===== src/rtl/tftlcd_rx.sv =====
// tftlcd_rx: DE-mode TFT panel-bus receiver recovering pixel X/Y, SOF/EOF and sticky timing errors.
// Define TFTLCD_RX_CHECKSUM_EN to enable the per-frame pixel checksum on o_FrameSum.
module tftlcd_rx #(
  parameter int X_PX            = 800,
  parameter int Y_PX            = 480,
  parameter int DATA_WIDTH      = 24,
  parameter int X_COUNTER_WIDTH = 10,
  parameter int Y_COUNTER_WIDTH = 9,
  parameter int V_GAP_MIN       = 2000
) (
  input  logic                       i_CLK,
  input  logic                       i_RST,
  input  logic [DATA_WIDTH-1:0]      RGB,
  input  logic                       DEN,
  input  logic                       STBYB,
  output logic                       o_Valid,
  output logic [DATA_WIDTH-1:0]      o_RGB,
  output logic [X_COUNTER_WIDTH-1:0] o_XPx,
  output logic [Y_COUNTER_WIDTH-1:0] o_YPx,
  output logic                       o_SOF,
  output logic                       o_EOF,
  output logic                       o_Locked,
  output logic                       o_LineErr,
  output logic                       o_FrameErr,
  output logic [DATA_WIDTH-1:0]      o_FrameSum
);

  localparam int GAP_W = $clog2(V_GAP_MIN + 1);
  localparam logic [GAP_W-1:0]           GAP_MAX = GAP_W'(V_GAP_MIN);
  localparam logic [GAP_W-1:0]           GAP_HIT = GAP_W'(V_GAP_MIN - 1);
  localparam logic [X_COUNTER_WIDTH-1:0] X_FULL  = X_COUNTER_WIDTH'(X_PX);
  localparam logic [X_COUNTER_WIDTH-1:0] X_LAST  = X_COUNTER_WIDTH'(X_PX - 1);
  localparam logic [Y_COUNTER_WIDTH-1:0] Y_FULL  = Y_COUNTER_WIDTH'(Y_PX);
  localparam logic [Y_COUNTER_WIDTH-1:0] Y_LAST  = Y_COUNTER_WIDTH'(Y_PX - 1);

  typedef enum logic [1:0] {IDLE, SEEK, ACTIVE} state_e;

  state_e                     state_q, state_d;
  logic [DATA_WIDTH-1:0]      rgb_s_q;
  logic                       den_s_q, stbyb_s_q;
  logic [GAP_W-1:0]           gap_q, gap_d;
  logic [X_COUNTER_WIDTH-1:0] col_q, col_d;
  logic [Y_COUNTER_WIDTH-1:0] row_q, row_d;
  logic                       valid_q, valid_d;
  logic [DATA_WIDTH-1:0]      rgb_o_q, rgb_o_d;
  logic [X_COUNTER_WIDTH-1:0] x_o_q, x_o_d;
  logic [Y_COUNTER_WIDTH-1:0] y_o_q, y_o_d;
  logic                       sof_q, sof_d, eof_q, eof_d;
  logic                       lerr_q, lerr_d, ferr_q, ferr_d;
  logic                       emit;
  logic [X_COUNTER_WIDTH-1:0] emit_x;
  logic [Y_COUNTER_WIDTH-1:0] emit_y;
  logic                       rising, gap_full, gap_hit;

  // gap_q counts DEN-low samples up to the previous one, so nonzero with DEN high is a rising edge
  assign rising   = den_s_q && (gap_q != '0);
  assign gap_full = (gap_q == GAP_MAX);
  assign gap_hit  = !den_s_q && (gap_q == GAP_HIT);

  always_comb begin
    gap_d = den_s_q ? '0 : (gap_full ? gap_q : gap_q + 1'b1);
  end

  always_comb begin
    state_d = state_q;
    col_d   = col_q;
    row_d   = row_q;
    valid_d = 1'b0;
    sof_d   = 1'b0;
    eof_d   = 1'b0;
    rgb_o_d = rgb_o_q;
    x_o_d   = x_o_q;
    y_o_d   = y_o_q;
    lerr_d  = lerr_q;
    ferr_d  = ferr_q;
    emit    = 1'b0;
    emit_x  = col_q;
    emit_y  = row_q;
    if (!stbyb_s_q) begin
      state_d = IDLE;
    end else begin
      case (state_q)
        IDLE: state_d = SEEK;
        SEEK: begin
          if (rising && gap_full) begin
            state_d = ACTIVE;
            row_d   = '0;
            emit    = 1'b1;
            emit_x  = '0;
            emit_y  = '0;
          end
        end
        ACTIVE: begin
          if (den_s_q) begin
            if (rising) begin
              if (gap_full) begin
                row_d  = '0;
                emit   = 1'b1;
                emit_x = '0;
                emit_y = '0;
              end else if (row_q == Y_FULL) begin
                ferr_d  = 1'b1;
                state_d = SEEK;
              end else begin
                emit   = 1'b1;
                emit_x = '0;
              end
            end else if (col_q == X_FULL) begin
              lerr_d  = 1'b1;
              state_d = SEEK;
            end else begin
              emit = 1'b1;
            end
          end else if (gap_q == '0) begin
            if (col_q != X_FULL) begin
              lerr_d  = 1'b1;
              state_d = SEEK;
            end else begin
              col_d = '0;
              row_d = row_q + 1'b1;
            end
          end else if (gap_hit && row_q != '0 && row_q != Y_FULL) begin
            ferr_d  = 1'b1;
            state_d = SEEK;
          end
        end
        default: state_d = IDLE;
      endcase
    end
    if (emit) begin
      valid_d = 1'b1;
      rgb_o_d = rgb_s_q;
      x_o_d   = emit_x;
      y_o_d   = emit_y;
      sof_d   = (emit_x == '0) && (emit_y == '0);
      eof_d   = (emit_x == X_LAST) && (emit_y == Y_LAST);
      col_d   = emit_x + 1'b1;
    end
  end

  always_ff @(posedge i_CLK or posedge i_RST) begin
    if (i_RST) begin
      rgb_s_q   <= '0;
      den_s_q   <= 1'b0;
      stbyb_s_q <= 1'b0;
      state_q   <= IDLE;
      gap_q     <= '0;
      col_q     <= '0;
      row_q     <= '0;
      valid_q   <= 1'b0;
      rgb_o_q   <= '0;
      x_o_q     <= '0;
      y_o_q     <= '0;
      sof_q     <= 1'b0;
      eof_q     <= 1'b0;
      lerr_q    <= 1'b0;
      ferr_q    <= 1'b0;
    end else begin
      rgb_s_q   <= RGB;
      den_s_q   <= DEN;
      stbyb_s_q <= STBYB;
      state_q   <= state_d;
      gap_q     <= gap_d;
      col_q     <= col_d;
      row_q     <= row_d;
      valid_q   <= valid_d;
      rgb_o_q   <= rgb_o_d;
      x_o_q     <= x_o_d;
      y_o_q     <= y_o_d;
      sof_q     <= sof_d;
      eof_q     <= eof_d;
      lerr_q    <= lerr_d;
      ferr_q    <= ferr_d;
    end
  end

`ifdef TFTLCD_RX_CHECKSUM_EN
  logic [DATA_WIDTH-1:0] acc_q, acc_d, sum_q, sum_d;

  // acc_q already holds the EOF pixel when o_EOF is high, so the sum is published a cycle later
  always_comb begin
    acc_d = acc_q;
    if (emit) acc_d = sof_d ? rgb_s_q : acc_q + rgb_s_q;
    sum_d = eof_q ? acc_q : sum_q;
  end

  always_ff @(posedge i_CLK or posedge i_RST) begin
    if (i_RST) begin
      acc_q <= '0;
      sum_q <= '0;
    end else begin
      acc_q <= acc_d;
      sum_q <= sum_d;
    end
  end

  assign o_FrameSum = sum_q;
`else
  assign o_FrameSum = '0;
`endif

  assign o_Valid    = valid_q;
  assign o_RGB      = rgb_o_q;
  assign o_XPx      = x_o_q;
  assign o_YPx      = y_o_q;
  assign o_SOF      = sof_q;
  assign o_EOF      = eof_q;
  assign o_Locked   = (state_q == ACTIVE);
  assign o_LineErr  = lerr_q;
  assign o_FrameErr = ferr_q;

endmodule


===== config.mk =====
export PLATFORM = sky130hd
export DESIGN_NAME = tftlcd_rx
export DESIGN_NICKNAME = d
export VERILOG_FILES = /design/src/rtl/tftlcd_rx.sv
export SDC_FILE = /design/constraint.sdc
export NUM_CORES = 1
export LEC_CHECK = 0
export ABC_AREA = 1
export BUFFER_PORTS_ARGS = -buffer_cell sky130_fd_sc_hd__buf_2
export CELL_PAD_IN_SITES_DETAIL_PLACEMENT = 1
export CELL_PAD_IN_SITES_GLOBAL_PLACEMENT = 2
export CORE_ASPECT_RATIO = 0.6
export CORE_MARGIN = 2
export CORE_UTILIZATION = 35
export CTS_CLUSTER_SIZE = 10
export DETAILED_ROUTE_END_ITERATION = 10
export HOLD_SLACK_MARGIN = 0.08
export PLACE_DENSITY_LB_ADDON = 0.1
export RECOVER_POWER = 100
export SYNTH_ARGS = -nofsm -noshare
export SYNTH_HDL_FRONTEND = slang
export SYNTH_SLANG_ARGS = --single-unit

===== constraint.sdc =====
create_clock -name i_CLK -period 8.5 [get_ports i_CLK]
set_input_delay 1.275 -clock i_CLK [delete_from_list [all_inputs] [get_ports i_CLK]]
set_output_delay 1.275 -clock i_CLK [all_outputs]
set_load 0.05 [all_outputs]

==> impl_metrics.ini <==
[die]
die_x_um = 156.6
fp.dieH_um = 95.56
die_area_mm2 = 0.01496
ios = 101
start_util_pct = 35.78
floorplan.rows = 33
core_area_mm2 = 0.01367

[logic_synthesis]
synth_edf_count = 0
syn_avg_cell_area_um2 = 8.923
ys_seq_elements = 106
synth-seq-area-share_pct = 54.25
synth_cell_type_count = 42
yosys_warnings = 0
synth_flop_cell = dfrtp_1
netlist_area_mm2 = 0.004890
async_flop_share_pct = 100.0
synthCells = 548

[timing]
fmax_mhz = 210.9
setup_tns_ns = 0
skew_ns = 0.01548
holdWs_ns = 0.4393
post-route-period-util_pct = 55.77
rsz0062_at_grt = false
slew_violations = 114
finalCriticalPeriod_ns = 4.741
tightestPinTransition_ns = 2.291
relSlewSlack_pct = -53.57
setup_viol = 0
finalHoldViolCount = 0

[clock_network]
cts_htree_levels = 3
clkTransAtPathRegs_ns = 0.08
cts_buffers = 9
clk_latency_ns = 0.35
cts_sinks = 106
cts_hold_buffers = 0
clock_path_buffers = 2
cts_setup_buffers = 0
cts-root-buf = clkbuf_16
cts_tree = yes
cts_resized = 0

[finish]
nets = 659
drive_above_1_share_pct = 10.38
fillCellCount = 1644
final_cell_area_mm2 = 0.005542
n_antenna_cell = 0
area_growth_pct = 13.33
final_cells = 818

[global_route]
grt_usage_pct = 17.99
overflow = 0
grt_pass1_vias = 3795
antenna_found_initial = 0
grt_max_degree = 62
grt_first_pass_wirelength_um = 20590

[placement]
port_buffers = 76
hpwl_um = 9454
gp_congestion = 0.8159
placed_cell_area_mm2 = 0.005339
dpl.cell_count = 802

[worst_setup_path]
crit_type = reg -> reg
r2r_setup_slack_ns = 3.76
worstPathMaxFanout = 61
cp-start-kind = flop
end_kind = flop
arrival_ns = 4.96
required_ns = 8.72

[detailed_routing]
vias_per_cell = 4.628
ant_nets = 0
drc_errors = 0
vias = 3786
wl_met3_um = 578
routedWlPerCell_um = 15.48
drt_iter0_markers = 168
routed_wl_um = 12660
dr_wl_met2_um = 5089
wl_met1_um = 6916
highest_layer = met4
firstDrtPassIters = 4

[flow_run]
drv_cap = 2

[pwr]
leakage_nw = 2.714
ir_drop_mv = 0.09486
p_per_area_mw_per_mm2 = 180.1

[hold_path]
hold_class = reg -> reg

[run_status]
violations = capacitance limit, slew limit
status = finished with violations
[per-layer routing]
layer / vias to the layer above / GRT usage (%)
li1: 1857 / -
met1: 1843 / 28.19
met2: 80 / 25.07
met3: 6 / 4.273
met4: 0 / 3.211
met5: - / 0
[stage by stage]
| stage | utilization, % | setup WS [ns] | power (mW) |
|---|---|---|---|
| final | 40.55 | 3.760 | 0.9978 |
| after global routing | 40.55 | 3.081 | 1.041 |
| after CTS | 41.30 | 5.489 | 1.014 |
| after detailed placement | 39.06 | 5.527 | 0.5903 |
| after global placement | 39.06 | 5.630 | 0.5887 |
| after floorplan | - | 4.436 | 0.5829 |
[synthesized netlist by cell type (2+ instances only)]
cell	instances	area, um2
nand2_1	173	649.4
dfrtp_1	106	2653
inv_1	41	153.9
nor2_1	30	112.6
nand3_1	28	140.1
o21ai_0	28	140.1
buf_4	24	180.2
a21oi_1	14	70.07
buf_2	10	50.05
ha_1	10	125.1
nor3_1	10	50.05
nand4_1	9	56.30
o21ai_1	8	40.04
nor2_2	7	43.79
inv_2	5	18.77
o22ai_1	5	31.28
nor4_1	4	25.02
buf_6	3	33.78
nand2_2	3	18.77
nand2_4	3	33.78
nor2_4	3	33.78
a21o_1	2	15.01
a2bb2oi_1	2	17.52
xor2_1	2	17.52
[critical path: stages (launching register included)]
cell and delay (ns):
dfrtp_1 0.41, inv_1 0.10, ha_1 0.15, nand2_1 0.08, nor2_1 0.15, nand2_1 0.09, clkinv_1 0.10, nand4_1 0.19
nand3b_2 0.18, nand2_2 0.06, nand2_1 1.41, inv_1 1.19, nand3_1 0.32, o21ai_0 0.12
[power breakdown]
group | switching (mW) | internal, mW | total (mW)
clock | 0.210 | 0.210 | 0.420
combinational | 0.0506 | 0.0113 | 0.0618
sequential | 0.00453 | 0.512 | 0.516
[layout by cell type, fill, tap and decap left out, types with 2 or more instances in the layout]
| master | instances |
|---|---|
| nand4_1 | 10 |
| nor2_2 | 6 |
| nor4_1 | 4 |
| ha_1 | 10 |
| nor2_1 | 33 |
| nand2_1 | 175 |
| nand3_1 | 28 |
| o22ai_1 | 5 |
| a21oi_1 | 14 |
| clkbuf_16 | 9 |
| conb_1 | 24 |
| inv_2 | 3 |
| dfrtp_1 | 106 |
| inv_8 | 2 |
| o21ai_1 | 4 |
| o21ai_0 | 32 |
| a21o_1 | 2 |
| nand2_2 | 2 |
| xor2_1 | 2 |
| inv_1 | 42 |
| clkbuf_1 | 50 |
| clkinv_8 | 2 |
| a2bb2oi_1 | 2 |
| buf_2 | 26 |
| nor3_1 | 11 |
| nand2_4 | 2 |
[state kept, by name, indices dropped and copies added, names as in the netlist, 2 cells and up]
signal	count
col_q	10
gap_q	11
o_RGB	24
o_XPx	10
o_YPx	9
rgb_s_q	24
row_q	9
state_q	2
[path summary, 6_finish.rpt]
check	depth (start not counted)	from	endpoint
setup / recovery	13	gap_q[0]	col_q[4]
hold / removal	2	rgb_s_q[5]	o_RGB[5]
setup reg to reg	13	gap_q[0]	col_q[4]
hold reg to reg	2	rgb_s_q[5]	o_RGB[5]
max in group asynchronous	3	i_RST	row_q[8]
min in group asynchronous	2	i_RST	rgb_s_q[7]
[logic make-up (layout without fill, tap and decap cells)]
group	after synthesis	count (layout)	share of synthesized area, %
other	1	24	0.07669
adder cells (fa/ha/maj)	10	10	2.559
flip-flops	106	106	54.25
XOR/XNOR	3	3	0.5375
AND/OR/NAND/NOR	278	278	25.92
AO/OA/AOI/OAI	65	65	7.575
buffers and inverters	85	140	9.084
[cell type report]
| cell class | count | area (um2) | share of cell area, % |
|---|---|---|---|
| clock buffers | 9 | 225.2 | 4.064 |
| flip-flops and latches | 106 | 2653 | 47.87 |
| clock inverters | 7 | 80.08 | 1.445 |
| repair buffers | 77 | 325.3 | 5.870 |
| well taps | 192 | 240.2 | 4.335 |
| multi-input cells | 380 | 1841 | 33.21 |
| inverters | 47 | 177.7 | 3.206 |
No activity file was read; power rests on OpenSTA's default activity.
